`src/rtl/clock_set_ctrl_if.sv`:
```
// Requester, converter and committed-value bundle for the clock set sequencer.
// Zero latency: plain wires; no storage of its own.
// No backpressure: requests are level-held until the matching done pulse.
//
// Port summary:
//   time_req/time_bcd, alarm_req/alarm_bcd : requesters (held until done)
//   conv_bcd/conv_bin                      : shared BCD-to-binary converter
//   busy, err, *_done, *_wr                : status and strobes
//   hour_bin..alarm_min_bin                : committed values
interface clock_set_ctrl_if;
    logic        time_req;
    logic [23:0] time_bcd;
    logic        alarm_req;
    logic [15:0] alarm_bcd;
    logic [7:0]  conv_bcd;
    logic [5:0]  conv_bin;
    logic        busy;
    logic        time_done;
    logic        alarm_done;
    logic        err;
    logic        time_wr;
    logic        alarm_wr;
    logic [4:0]  hour_bin;
    logic [5:0]  min_bin;
    logic [5:0]  sec_bin;
    logic [4:0]  alarm_hour_bin;
    logic [5:0]  alarm_min_bin;

    // Sequencer side
    modport slave (
        input  time_req, time_bcd, alarm_req, alarm_bcd, conv_bin,
        output conv_bcd, busy, time_done, alarm_done, err, time_wr, alarm_wr,
               hour_bin, min_bin, sec_bin, alarm_hour_bin, alarm_min_bin
    );

    // Requester / converter side
    modport master (
        output time_req, time_bcd, alarm_req, alarm_bcd, conv_bin,
        input  conv_bcd, busy, time_done, alarm_done, err, time_wr, alarm_wr,
               hour_bin, min_bin, sec_bin, alarm_hour_bin, alarm_min_bin
    );
endinterface

```
`src/rtl/clock_set_ctrl.sv`:
```
// Arbitrates time-set/alarm-set onto the shared BCD-to-binary converter, validates and commits.
// Latency: commit edge = grant + 2 + fields*(CONV_LAT+1); rejected data completes at grant + 1.
// Backpressure: requests wait in IDLE while busy; the just-served requester is held off one cycle.
//
// Ports: clk (rising edge), reset (async, active-low), bus (clock_set_ctrl_if.slave).
module clock_set_ctrl #(
    parameter int         CONV_LAT     = 1,
    parameter logic [7:0] HOUR_MAX_BCD = 8'h23
) (
    input  logic             clk,
    input  logic             reset,
    clock_set_ctrl_if.slave  bus
);

    typedef enum logic [2:0] {
        S_IDLE,
        S_CHECK,
        S_WAIT,
        S_CAPT,
        S_COMMIT
    } state_t;

    localparam logic [1:0] LAT_LAST = 2'(CONV_LAT - 1);

    state_t      state_q, state_d;
    logic [23:0] word_q, word_d;            // latched {HH,MM,SS}; alarm uses SS=00
    logic        gnt_alarm_q, gnt_alarm_d;  // 0: time owns the sequence, 1: alarm
    logic        last_alarm_q, last_alarm_d;// round-robin pointer: who was served last
    logic [1:0]  fld_q, fld_d;              // 0 hour, 1 minute, 2 second
    logic [1:0]  wcnt_q, wcnt_d;
    logic [7:0]  conv_q, conv_d;
    logic [4:0]  stg_hour_q, stg_hour_d;
    logic [5:0]  stg_min_q, stg_min_d;
    logic [5:0]  stg_sec_q, stg_sec_d;
    logic        busy_q, busy_d;
    logic        err_q, err_d;
    logic        time_done_q, time_done_d;
    logic        alarm_done_q, alarm_done_d;
    logic        time_wr_q, time_wr_d;
    logic        alarm_wr_q, alarm_wr_d;
    logic [4:0]  hour_q, hour_d;
    logic [5:0]  min_q, min_d;
    logic [5:0]  sec_q, sec_d;
    logic [4:0]  ahour_q, ahour_d;
    logic [5:0]  amin_q, amin_d;

    logic        time_elig, alarm_elig, pick_alarm;
    logic [1:0]  last_fld;

    // Digit limits; an alarm word carries SS=00 so the seconds checks pass trivially.
    function automatic logic word_ok(input logic [23:0] w);
        logic ok;
        ok = 1'b1;
        for (int i = 0; i < 6; i++) begin
            if (w[i*4 +: 4] > 4'd9) ok = 1'b0;
        end
        if (w[23:16] > HOUR_MAX_BCD) ok = 1'b0;
        if (w[15:12] > 4'd5 || w[7:4] > 4'd5) ok = 1'b0;
        return ok;
    endfunction

    // A requester whose done is high this cycle is not eligible (one-cycle holdoff).
    assign time_elig  = bus.time_req  & ~time_done_q;
    assign alarm_elig = bus.alarm_req & ~alarm_done_q;
    assign pick_alarm = alarm_elig & (~time_elig | ~last_alarm_q);
    assign last_fld   = gnt_alarm_q ? 2'd1 : 2'd2;

    always_comb begin
        state_d      = state_q;
        word_d       = word_q;
        gnt_alarm_d  = gnt_alarm_q;
        last_alarm_d = last_alarm_q;
        fld_d        = fld_q;
        wcnt_d       = wcnt_q;
        conv_d       = conv_q;
        stg_hour_d   = stg_hour_q;
        stg_min_d    = stg_min_q;
        stg_sec_d    = stg_sec_q;
        busy_d       = busy_q;
        err_d        = 1'b0;
        time_done_d  = 1'b0;
        alarm_done_d = 1'b0;
        time_wr_d    = 1'b0;
        alarm_wr_d   = 1'b0;
        hour_d       = hour_q;
        min_d        = min_q;
        sec_d        = sec_q;
        ahour_d      = ahour_q;
        amin_d       = amin_q;

        case (state_q)
            S_IDLE: begin
                if (time_elig || alarm_elig) begin
                    gnt_alarm_d  = pick_alarm;
                    last_alarm_d = pick_alarm;
                    word_d       = pick_alarm ? {bus.alarm_bcd, 8'h00} : bus.time_bcd;
                    busy_d       = 1'b1;
                    state_d      = S_CHECK;
                end
            end
            S_CHECK: begin
                if (!word_ok(word_q)) begin
                    err_d        = 1'b1;
                    time_done_d  = ~gnt_alarm_q;
                    alarm_done_d = gnt_alarm_q;
                    busy_d       = 1'b0;
                    state_d      = S_IDLE;
                end else begin
                    conv_d  = word_q[23:16];
                    fld_d   = 2'd0;
                    wcnt_d  = 2'd0;
                    state_d = S_WAIT;
                end
            end
            S_WAIT: begin
                if (wcnt_q == LAT_LAST) begin
                    state_d = S_CAPT;
                end else begin
                    wcnt_d = wcnt_q + 2'd1;
                end
            end
            S_CAPT: begin
                case (fld_q)
                    2'd0:    stg_hour_d = bus.conv_bin[4:0];
                    2'd1:    stg_min_d  = bus.conv_bin;
                    default: stg_sec_d  = bus.conv_bin;
                endcase
                if (fld_q == last_fld) begin
                    state_d = S_COMMIT;
                end else begin
                    fld_d   = fld_q + 2'd1;
                    conv_d  = (fld_q == 2'd0) ? word_q[15:8] : word_q[7:0];
                    wcnt_d  = 2'd0;
                    state_d = S_WAIT;
                end
            end
            S_COMMIT: begin
                if (gnt_alarm_q) begin
                    ahour_d      = stg_hour_q;
                    amin_d       = stg_min_q;
                    alarm_wr_d   = 1'b1;
                    alarm_done_d = 1'b1;
                end else begin
                    hour_d      = stg_hour_q;
                    min_d       = stg_min_q;
                    sec_d       = stg_sec_q;
                    time_wr_d   = 1'b1;
                    time_done_d = 1'b1;
                end
                busy_d  = 1'b0;
                state_d = S_IDLE;
            end
            default: state_d = S_IDLE;
        endcase
    end

    always_ff @(posedge clk or negedge reset) begin
        if (!reset) begin
            state_q      <= S_IDLE;
            word_q       <= '0;
            gnt_alarm_q  <= 1'b0;
            last_alarm_q <= 1'b1;   // "alarm served last" so time wins first
            fld_q        <= '0;
            wcnt_q       <= '0;
            conv_q       <= '0;
            stg_hour_q   <= '0;
            stg_min_q    <= '0;
            stg_sec_q    <= '0;
            busy_q       <= 1'b0;
            err_q        <= 1'b0;
            time_done_q  <= 1'b0;
            alarm_done_q <= 1'b0;
            time_wr_q    <= 1'b0;
            alarm_wr_q   <= 1'b0;
            hour_q       <= '0;
            min_q        <= '0;
            sec_q        <= '0;
            ahour_q      <= '0;
            amin_q       <= '0;
        end else begin
            state_q      <= state_d;
            word_q       <= word_d;
            gnt_alarm_q  <= gnt_alarm_d;
            last_alarm_q <= last_alarm_d;
            fld_q        <= fld_d;
            wcnt_q       <= wcnt_d;
            conv_q       <= conv_d;
            stg_hour_q   <= stg_hour_d;
            stg_min_q    <= stg_min_d;
            stg_sec_q    <= stg_sec_d;
            busy_q       <= busy_d;
            err_q        <= err_d;
            time_done_q  <= time_done_d;
            alarm_done_q <= alarm_done_d;
            time_wr_q    <= time_wr_d;
            alarm_wr_q   <= alarm_wr_d;
            hour_q       <= hour_d;
            min_q        <= min_d;
            sec_q        <= sec_d;
            ahour_q      <= ahour_d;
            amin_q       <= amin_d;
        end
    end

    assign bus.conv_bcd       = conv_q;
    assign bus.busy           = busy_q;
    assign bus.err            = err_q;
    assign bus.time_done      = time_done_q;
    assign bus.alarm_done     = alarm_done_q;
    assign bus.time_wr        = time_wr_q;
    assign bus.alarm_wr       = alarm_wr_q;
    assign bus.hour_bin       = hour_q;
    assign bus.min_bin        = min_q;
    assign bus.sec_bin        = sec_q;
    assign bus.alarm_hour_bin = ahour_q;
    assign bus.alarm_min_bin  = amin_q;

endmodule

```
`src/flat_wrapper.sv`:
```
// flat-port wrapper written by rule: the top's interface ports become plain ports
module clock_set_ctrl_flat 
#(
    parameter int         CONV_LAT     = 1,
    parameter logic [7:0] HOUR_MAX_BCD = 8'h23
)
  (clk, reset, bus_time_req, bus_time_bcd, bus_alarm_req, bus_alarm_bcd, bus_conv_bin, bus_conv_bcd, bus_busy, bus_time_done, bus_alarm_done, bus_err, bus_time_wr, bus_alarm_wr, bus_hour_bin, bus_min_bin, bus_sec_bin, bus_alarm_hour_bin, bus_alarm_min_bin);
  clock_set_ctrl_if bus_i ();
  input  logic clk;
  input  logic reset;
  input wire logic [$bits(bus_i.time_req)-1:0] bus_time_req;
  input wire logic [$bits(bus_i.time_bcd)-1:0] bus_time_bcd;
  input wire logic [$bits(bus_i.alarm_req)-1:0] bus_alarm_req;
  input wire logic [$bits(bus_i.alarm_bcd)-1:0] bus_alarm_bcd;
  input wire logic [$bits(bus_i.conv_bin)-1:0] bus_conv_bin;
  output wire logic [$bits(bus_i.conv_bcd)-1:0] bus_conv_bcd;
  output wire logic [$bits(bus_i.busy)-1:0] bus_busy;
  output wire logic [$bits(bus_i.time_done)-1:0] bus_time_done;
  output wire logic [$bits(bus_i.alarm_done)-1:0] bus_alarm_done;
  output wire logic [$bits(bus_i.err)-1:0] bus_err;
  output wire logic [$bits(bus_i.time_wr)-1:0] bus_time_wr;
  output wire logic [$bits(bus_i.alarm_wr)-1:0] bus_alarm_wr;
  output wire logic [$bits(bus_i.hour_bin)-1:0] bus_hour_bin;
  output wire logic [$bits(bus_i.min_bin)-1:0] bus_min_bin;
  output wire logic [$bits(bus_i.sec_bin)-1:0] bus_sec_bin;
  output wire logic [$bits(bus_i.alarm_hour_bin)-1:0] bus_alarm_hour_bin;
  output wire logic [$bits(bus_i.alarm_min_bin)-1:0] bus_alarm_min_bin;
  assign bus_i.time_req = bus_time_req;
  assign bus_i.time_bcd = bus_time_bcd;
  assign bus_i.alarm_req = bus_alarm_req;
  assign bus_i.alarm_bcd = bus_alarm_bcd;
  assign bus_i.conv_bin = bus_conv_bin;
  assign bus_conv_bcd = bus_i.conv_bcd;
  assign bus_busy = bus_i.busy;
  assign bus_time_done = bus_i.time_done;
  assign bus_alarm_done = bus_i.alarm_done;
  assign bus_err = bus_i.err;
  assign bus_time_wr = bus_i.time_wr;
  assign bus_alarm_wr = bus_i.alarm_wr;
  assign bus_hour_bin = bus_i.hour_bin;
  assign bus_min_bin = bus_i.min_bin;
  assign bus_sec_bin = bus_i.sec_bin;
  assign bus_alarm_hour_bin = bus_i.alarm_hour_bin;
  assign bus_alarm_min_bin = bus_i.alarm_min_bin;
  clock_set_ctrl #(.CONV_LAT(CONV_LAT), .HOUR_MAX_BCD(HOUR_MAX_BCD)) u_core (.clk(clk), .reset(reset), .bus(bus_i));
endmodule
```
`config.mk`:
```
export PLATFORM = sky130hd
export DESIGN_NAME = clock_set_ctrl_flat
export DESIGN_NICKNAME = d
export VERILOG_FILES = /design/src/rtl/clock_set_ctrl_if.sv /design/src/rtl/clock_set_ctrl.sv /design/src/flat_wrapper.sv
export SDC_FILE = /design/constraint.sdc
export NUM_CORES = 1
export LEC_CHECK = 0
export BUFFER_PORTS_ARGS = -buffer_cell sky130_fd_sc_hd__buf_4
export CORE_ASPECT_RATIO = 0.9
export CORE_UTILIZATION = 54
export CTS_CLUSTER_DIAMETER = 40
export CTS_CLUSTER_SIZE = 8
export DETAILED_ROUTE_END_ITERATION = 10
export PLACE_DENSITY = 0.83
export SYNTH_ARGS = -nofsm -noshare
export SYNTH_HDL_FRONTEND = slang
export SYNTH_SLANG_ARGS = --single-unit
```
`constraint.sdc`:
```
create_clock -name clk -period 2.61 [get_ports clk]
set_clock_uncertainty 0.05 [all_clocks]
set_input_delay 0.261 -clock clk [delete_from_list [all_inputs] [get_ports clk]]
set_output_delay 0.261 -clock clk [all_outputs]
set_load 0.02 [all_outputs]
```
Yosys cells after proc, flatten, opt, wreduce, memory -nomap -nowiden --
Cells that the tools add are included.
Word-level totals: register bits 92, input bits 50, output and inout port bits 42, word-level logic and storage cells 112
Cells by class: bitwise logic cells 10, magnitude comparators 9, reductions and logical operators 19, equality and inequality tests 12, muxes and demuxes 39, add/subtract/negate cells 2
Operators with widths (number):
- 4-bit greater-than comparator, second input constant | 6
- 24-bit two-way mux | 1
- 8-bit two-way mux | 3
- 1-bit two-way mux | 19
- 8-bit case mux with 2 select lines | 1
- 2-bit AND reduction | 7
- 2-bit two-way mux | 6
- 3-bit case mux with 4 select lines | 1
- 3-bit two-way mux | 3
- 4-bit by 3-bit greater-than comparator with 1-bit output, second input constant | 2
- 8-bit by 6-bit greater-than comparator with 1-bit output, second input constant | 1
- 2-bit inequality test, second input constant | 4
- 3-bit by 2-bit == test with 1-bit output, second input constant | 2
- 1-bit inverter | 6
- 2-bit case mux with 3 select lines | 1
- 3-bit AND reduction | 2
- 3-bit nonzero test | 2
- 2-bit by 1-bit adder with 2-bit output, second input constant | 2
- 2-bit logical NOT | 2
- 2-bit by 1-bit inequality test with 1-bit output, second input constant | 2
- 1-bit case mux with 2 select lines | 2
- 2-bit case mux with 2 select lines | 1
- 4-bit AND reduction | 1
- 1-bit AND | 3
- other kinds (10) | 11

Logic depth before layout (Yosys ltp) --
Gate-level depths: netlist of run 1.
depth in word-level cells 12, gate-level depth with buffers 7, gate-level depth less buffers 6

Worst setup path after synthesis of run 1 --
Ideal clock, no wire load.
path kind reg2reg, from reg u_core.fld_q[0], to reg u_core.stg_sec_q[0], period minus slack after synthesis 1.810 ns, setup slack 0.800 ns, setup time 0.125 ns, arrival 1.635 ns, cell stages (with the launch flop) 7, cell sequence dfrtp_1 > inv_1 > ha_1 > buf_2 > or3_1 > buf_2 > mux2_4
On the way: longest elaborated chain between the ends 4, elaborated cells between the ends (all ways) 5, classes of those cells 1 x eq/ne; 1 x bitwise; 3 x reduce/logical
Ends and longest elaborated chain:
- from (decl) | RTL line clock_set_ctrl.sv:29 | logic [1:0] fld_q, fld_d;
- from (signal assigned) | RTL line clock_set_ctrl.sv:185 | fld_q <= fld_d;
- 2-bit by 1-bit == test with 1-bit output / 2-bit logical NOT (equally long branches) | RTL line clock_set_ctrl.sv:123 | case (fld_q)
- 2-bit OR reduction (no source line) *
- 1-bit inverter (no source line) *
- 2-bit AND reduction (no source line) *
- to (signal assigned) | RTL line clock_set_ctrl.sv:190 | stg_sec_q <= stg_sec_d;
- to (decl) | RTL line clock_set_ctrl.sv:34 | logic [5:0] stg_sec_q, stg_sec_d;
Every way passes the cells marked *; elsewhere a longest branch is shown, timed or not. A chain may end at the register's enable or synchronous reset.

Worst setup path in the final report of run 1 --
from reg u_core.fld_q[0], to reg u_core.stg_sec_q[2]
The elaborated chain is that of the path after synthesis.

==> results of run 1 <==
## cells by family after synthesis
logic type	share of synthesized area (%)
flops	55.91
simple gates	10.99
mux	20.86
compound gates	7.319
buf+inv	4.008
fa+ha+maj	0.9111
## cell type report
cell class	instances	share of cell area [%]
clock buffers	10	2.701
clock inverters	6	1.866
inverters	15	1.105
multi-input cells	216	32.49
flip-flops and latches	92	45.21
well taps	93	2.284
repair buffers	97	14.34
## registers in the layout, summed over array words and instances (netlist names), 2 cells and up
register and flops:
u_core.stg_sec_q 6, u_core.stg_hour_q 5, u_core.bus.sec_bin 6, u_core.word_q 24
u_core.bus.min_bin 6, u_core.fld_q 2, u_core.bus.alarm_hour_bin 5, u_core.bus.alarm_min_bin 6
u_core.stg_min_q 6, u_core.state_q 3, u_core.wcnt_q 2, u_core.bus.hour_bin 5
u_core.bus.conv_bcd 8
## stage by stage
step / setup WS (ns) / instances / total power, W / util [%] / cell area [µm²]
4_1_cts: 0.5949 / 529 / 0.005863 / 70.56 / 5095
5_1_grt: 0.2787 / 529 / 0.006212 / 70.56 / 5095
3_5_place_dp: 0.6114 / 512 / 0.004779 / 67.20 / 4852
3_3_place_gp: 0.6864 / 512 / 0.004668 / 67.20 / 4852
2_1_floorplan: 0.7997 / 340 / 0.004015 / - / 4120
6_report: 0.5877 / 529 / 0.005824 / 70.56 / 5095
## per-layer routing
metal / up-vias / part of all wire, %
met4: 0 / 1.6
met2: 81 / 48
met1: 1353 / 45
met3: 11 / 5.3
met5: - / 0
li1: 1363 / -
## cells in the mapped netlist (all sizes together) (2+ instances only)
library cell | count | area [µm²]
a21oi | 13 | 68.82
and3 | 2 | 12.51
buf | 12 | 86.33
clkbuf | 5 | 22.52
dfrtp | 91 | 2277
ha | 3 | 37.54
inv | 15 | 56.30
mux2 | 45 | 529.3
mux2i | 33 | 330.3
nand2 | 42 | 157.7
nand2b | 4 | 40.04
nand3 | 11 | 60.06
nand3b | 2 | 27.53
nor2 | 13 | 51.30
nor2b | 2 | 12.51
nor3b | 2 | 15.01
nor4 | 2 | 27.53
o21ai | 25 | 125.1
o21bai | 2 | 15.01
## critical path, stage by stage (launching register included)
cell	delay, ns
dfrtp_1	0.43
inv_1	0.07
ha_1	0.38
or3_1	0.62
mux2_4	0.36
## worst paths after layout
path | start | endpoint | slack, ns | depth (start not counted)
max in group asynchronous | reset | u_core.stg_min_q[3] | 1.37 | 3
min in group asynchronous | reset | u_core.stg_hour_q[4] | 0.38 | 2
min | bus_time_bcd[1] | u_core.word_q[1] | 0.06 | 3
min reg2reg | u_core.word_q[4] | u_core.word_q[4] | 0.44 | 2
max | u_core.fld_q[0] | u_core.stg_sec_q[2] | 0.59 | 4
max reg2reg | u_core.fld_q[0] | u_core.stg_sec_q[2] | 0.59 | 4
## report_power, final
| part | internal, W | total [W] | switching (W) |
|---|---|---|---|
| clock network | 0.000574 | 0.00108 | 0.000509 |
| logic | 0.00109 | 0.00225 | 0.00116 |
| registers | 0.00202 | 0.00249 | 0.000472 |
| total | 0.00368 | 0.00582 | 0.00214 |
## repair_timing
action	CTS	global route
hold buffers	1	0
endpoints found under the hold margin	45	0
buffers inserted	0	0
==> run_results.csv, run 1 <==
group,metric,value,unit
final_layout,mostFrequentLayoutCells,"buf_4, dfrtp_1, nand2_1",
routing,antenna_left,0,
final_layout,fillers,533,
synth,synth-main-ff-cell,"dfrtp_1",
routing,drt_iter0_drc,121,
die,die_h,84.87,µm
clocking,numCtsBuffers,9,
clocking,clock_sinks,92,
synth,synth-edff-count,0,
die,coreArea,7221,µm²
setup_path,crit_required,2.82,ns
timing,rsz0062_at_grt,"false",
setup_path,cp.arrival,2.23,ns
routing,post_drt_wl_per_cell,15.02,µm
synth,synthCells,340,
global_routing,use_met2,34.90,%
clocking,cts_resized,0,
power_and_ir_drop,vdd_ir_drop_max,510.8,µV
placement,post-dp-hpwl,5.762,mm
final_layout,final_common_cell,"buf_4",
die,die-area,7984,µm²
synth,synth.yosys.warnings,0,
power_and_ir_drop,p_per_area,1143,nW/µm²
timing,holdWs,0.06407,ns
clocking,clk_latency,0.36,ns
die,pin_count,92,
global_routing,grt_overflow,0,
synth,ys_seq_area_share,55.91,%
routing,firstDrtPassIters,4,
synth,syn_area_per_cell,12.12,µm²
global_routing,use_met1,30.74,%
clocking,root_buffer,"clkbuf_8",
timing,hold_violations,0,
clocking,cts.path.max_buffers,2,
final_layout,layout-drive-gt1-share,38.76,%
setup_path,cp_max_fo,10,
synth,synthArstFlopShare,100.0,%
routing,drc_errors,0,
routing,vias,2808,
global_routing,grt_pass1_vias,2740,
die,die_w,94.08,µm
timing,relSlewSlack,27.36,%
timing,setup_tns,0,ns
global_routing,grt_use_met3,4.659,%
synth,syn_nets,393,
power_and_ir_drop,p_leak,2.582,nW
final_layout,nets,484,
timing,setup_viol,0,
min_path,hold_class,"in -> reg",
timing,worstMarginPinSlew,1.090,ns
final_layout,area_growth,23.66,%
status,outcome,"completed",
clocking,cts_tree,"done",
placement,routabilityCongestion,0.8200,
global_routing,grt_max_degree,49,
timing,max_freq,494.5,MHz
timing,period_needed,2.022,ns
final_layout,multi_input_area,1655,µm²
clocking,cts.reportedPaths.clkPinSlew,0.09,ns
setup_path,crit_path_start_kind,"register",
routing,wl,7.943,mm
placement,portBuffers,91,
global_routing,antenna_found_initial,0,
global_routing,grt_usage,22.26,%
die,initial_core_util,57.06,%
flow_run,drv_cap,0,
timing,post-route-period-util,77.48,%
global_routing,grt_pass1_wl,13.38,mm
synth,ys_ff_latch,92,
synth,synth_area,4120,µm²
setup_path,end_kind,"register",
routing,vias_per_cell,5.308,
die,rows,29,
synth,synth_cell_types,46,
final_layout,seqCellArea,2303,µm²
final_layout,diodes,0,
global_routing,grt-busiest-layer,"met2",
timing,slew_viol_final,0,
clocking,htreeDepth,3,
setup_path,crit_type,"reg -> reg",
Power figures use the tool's default switching activity.
==> run 2, diff against run 1 <==
==> constraint.sdc (replaced) <==
create_clock -name clk -period 2.1 [get_ports clk]
set_clock_uncertainty 0.05 [all_clocks]
set_input_delay 0.21 -clock clk [delete_from_list [all_inputs] [get_ports clk]]
set_output_delay 0.21 -clock clk [all_outputs]
set_load 0.02 [all_outputs]
==> run 2 against run 1 <==
Via count rose by 0.39%. Register-to-register slack worse by 0.36 ns. Total power up 25%. Combinational power is 27% higher. Cell count rose by 0.76%. Clock-buffer cell count is the same. Largest cell class unchanged. Critical path depth rose by 1. Global-route usage decreased by 0.22 points. Core utilization grew 0.59 points. Worst setup slack got worse by 0.36 ns. Largest power group unchanged. Design area increased by 0.83%.
==> run_results.csv, run 2 (same netlist as run 1, synthesis figures left out) <==
group,metric,value,unit
routing,vias,2819,
clocking,numCtsBuffers,9,
timing,setup_viol,0,
routing,drt_iter0_drc,143,
min_path,hold_class,"in -> reg",
die,pin_count,92,
routing,firstDrtPassIters,4,
setup_path,cp.arrival,2.10,ns
final_layout,fillers,486,
timing,post-route-period-util,89.37,%
setup_path,crit_type,"reg -> reg",
power_and_ir_drop,p_leak,2.607,nW
flow_run,drv_cap,0,
timing,holdWs,0.01879,ns
timing,relSlewSlack,64.05,%
final_layout,mostFrequentLayoutCells,"buf_4, dfrtp_1, nand2_1",
placement,routabilityCongestion,0.7736,
routing,vias_per_cell,5.289,
die,die-area,7984,µm²
routing,antenna_left,0,
die,rows,29,
setup_path,end_kind,"register",
clocking,ctsHoldBuffers,1,
power_and_ir_drop,clkPwrFrac,18.4,%
timing,rsz0062_at_grt,"false",
global_routing,grt_usage,22.04,%
final_layout,largest_reg_flops,24,
final_layout,diodes,0,
timing,max_freq,532.8,MHz
routing,post_drt_wl_per_cell,14.95,µm
power_and_ir_drop,switching_power,0.002702,W
power_and_ir_drop,seq_power_share,42.6,%
clocking,cts.reportedPaths.clkPinSlew,0.09,ns
global_routing,grt_max_degree,93,
placement,placed_area,4895,µm²
clocking,cts.path.max_buffers,2,
timing,setup_tns,0,ns
die,die_h,84.87,µm
final_layout,layout-drive-gt1-share,39.32,%
timing,worstMarginPinSlew,0.5392,ns
final_layout,stdcell_area,5137,µm²
clocking,postCtsSetupRepairBufs,0,
status,outcome,"completed",
clocking,htreeDepth,3,
clocking,cts_resized,0,
global_routing,antenna_found_initial,0,
power_and_ir_drop,p_per_area,1422,nW/µm²
die,coreArea,7221,µm²
die,die_w,94.08,µm
clocking,cts_tree,"done",
routing,wl,7.970,mm
timing,period_needed,1.877,ns
global_routing,grt_overflow,0,
routing,drc_errors,0,
final_layout,area_growth,24.69,%
placement,portBuffers,91,
setup_path,cp_max_fo,14,
power_and_ir_drop,power_frac_comb,39.0,%
clocking,clk_latency,0.35,ns
final_layout,nets,488,
timing,slew_viol_final,0,
final_layout,final_common_cell,"buf_4",
timing,hold_violations,0,
die,initial_core_util,57.06,%
global_routing,grt_pass1_wl,13.49,mm
global_routing,grt_pass1_vias,2873,
clocking,clock_sinks,92,
placement,post-dp-hpwl,5.701,mm
setup_path,crit_required,2.32,ns
final_layout,utilization,71.15,%
clocking,root_buffer,"clkbuf_8",
power_and_ir_drop,swShare,36.98,%
power_and_ir_drop,vdd_ir_drop_max,570.0,µV
power_and_ir_drop,p_int,0.004606,W
setup_path,crit_path_start_kind,"register",
final_layout,top_register,"u_core.word_q",
## run 2: per-stage QoR
step | std cells | setup WS, ns | total power [W]
6_report | 533 | 0.2233 | 0.007308
5_1_grt | 533 | 0.07080 | 0.007808
4_1_cts | 533 | 0.2329 | 0.007350
3_5_place_dp | 516 | 0.2856 | 0.005991
3_3_place_gp | 516 | 0.3370 | 0.005853
2_1_floorplan | 340 | 0.2897 | 0.004990
## run 2: worst paths after layout
check,slack [ns],endpoint,depth (start not counted),start
worst max-delay path,0.22,u_core.bus.conv_bcd[7],5,u_core.state_q[0]
worst min-delay path,0.02,u_core.word_q[1],3,bus_time_bcd[1]
worst max register to register,0.22,u_core.bus.conv_bcd[7],5,u_core.state_q[0]
worst min register to register,0.43,u_core.word_q[0],2,u_core.word_q[0]
max in group asynchronous,1.24,u_core.word_q[9],3,reset
min in group asynchronous,0.37,u_core.bus.alarm_hour_bin[4],3,reset
## run 2: layout make-up
type	instances	area, µm²	share of cell area, %
Sequential cell	92	2303	44.84
Clock buffer	10	137.6	2.679
Tap cell	93	116.4	2.265
Timing Repair Buffer	101	773.2	15.05
Clock inverter	6	95.09	1.851
Multi-Input combinational cell	216	1655	32.22
Inverter	15	56.30	1.096
## run 2: power by group through the flow
stage	clock network (W)	logic, W	registers, W
6_report	0.00135	0.00285	0.00311
5_1_grt	0.00145	0.00315	0.00321
4_1_cts	0.00137	0.00288	0.00311
3_5_place_dp	0	0.00286	0.00313
3_3_place_gp	0	0.00278	0.00308
2_1_floorplan	0	0.00170	0.00329
## run 2: worst max-delay path, cell delays in order (launching register included)
cell     delay [ns]
dfrtp_1        0.68
nor3b_1        0.32
nand4_1        0.16
o21ai_1        0.15
buf_4          0.21
mux2i_1        0.23
## run 2: metal layers
| metal | wire length, µm | track usage, % |
|---|---|---|
| met2 | 3923 | 36.43 |
| met4 | 156 | 8.811 |
| met3 | 341 | 3.853 |
| met1 | 3548 | 29.00 |
| met5 | 0 | 0 |
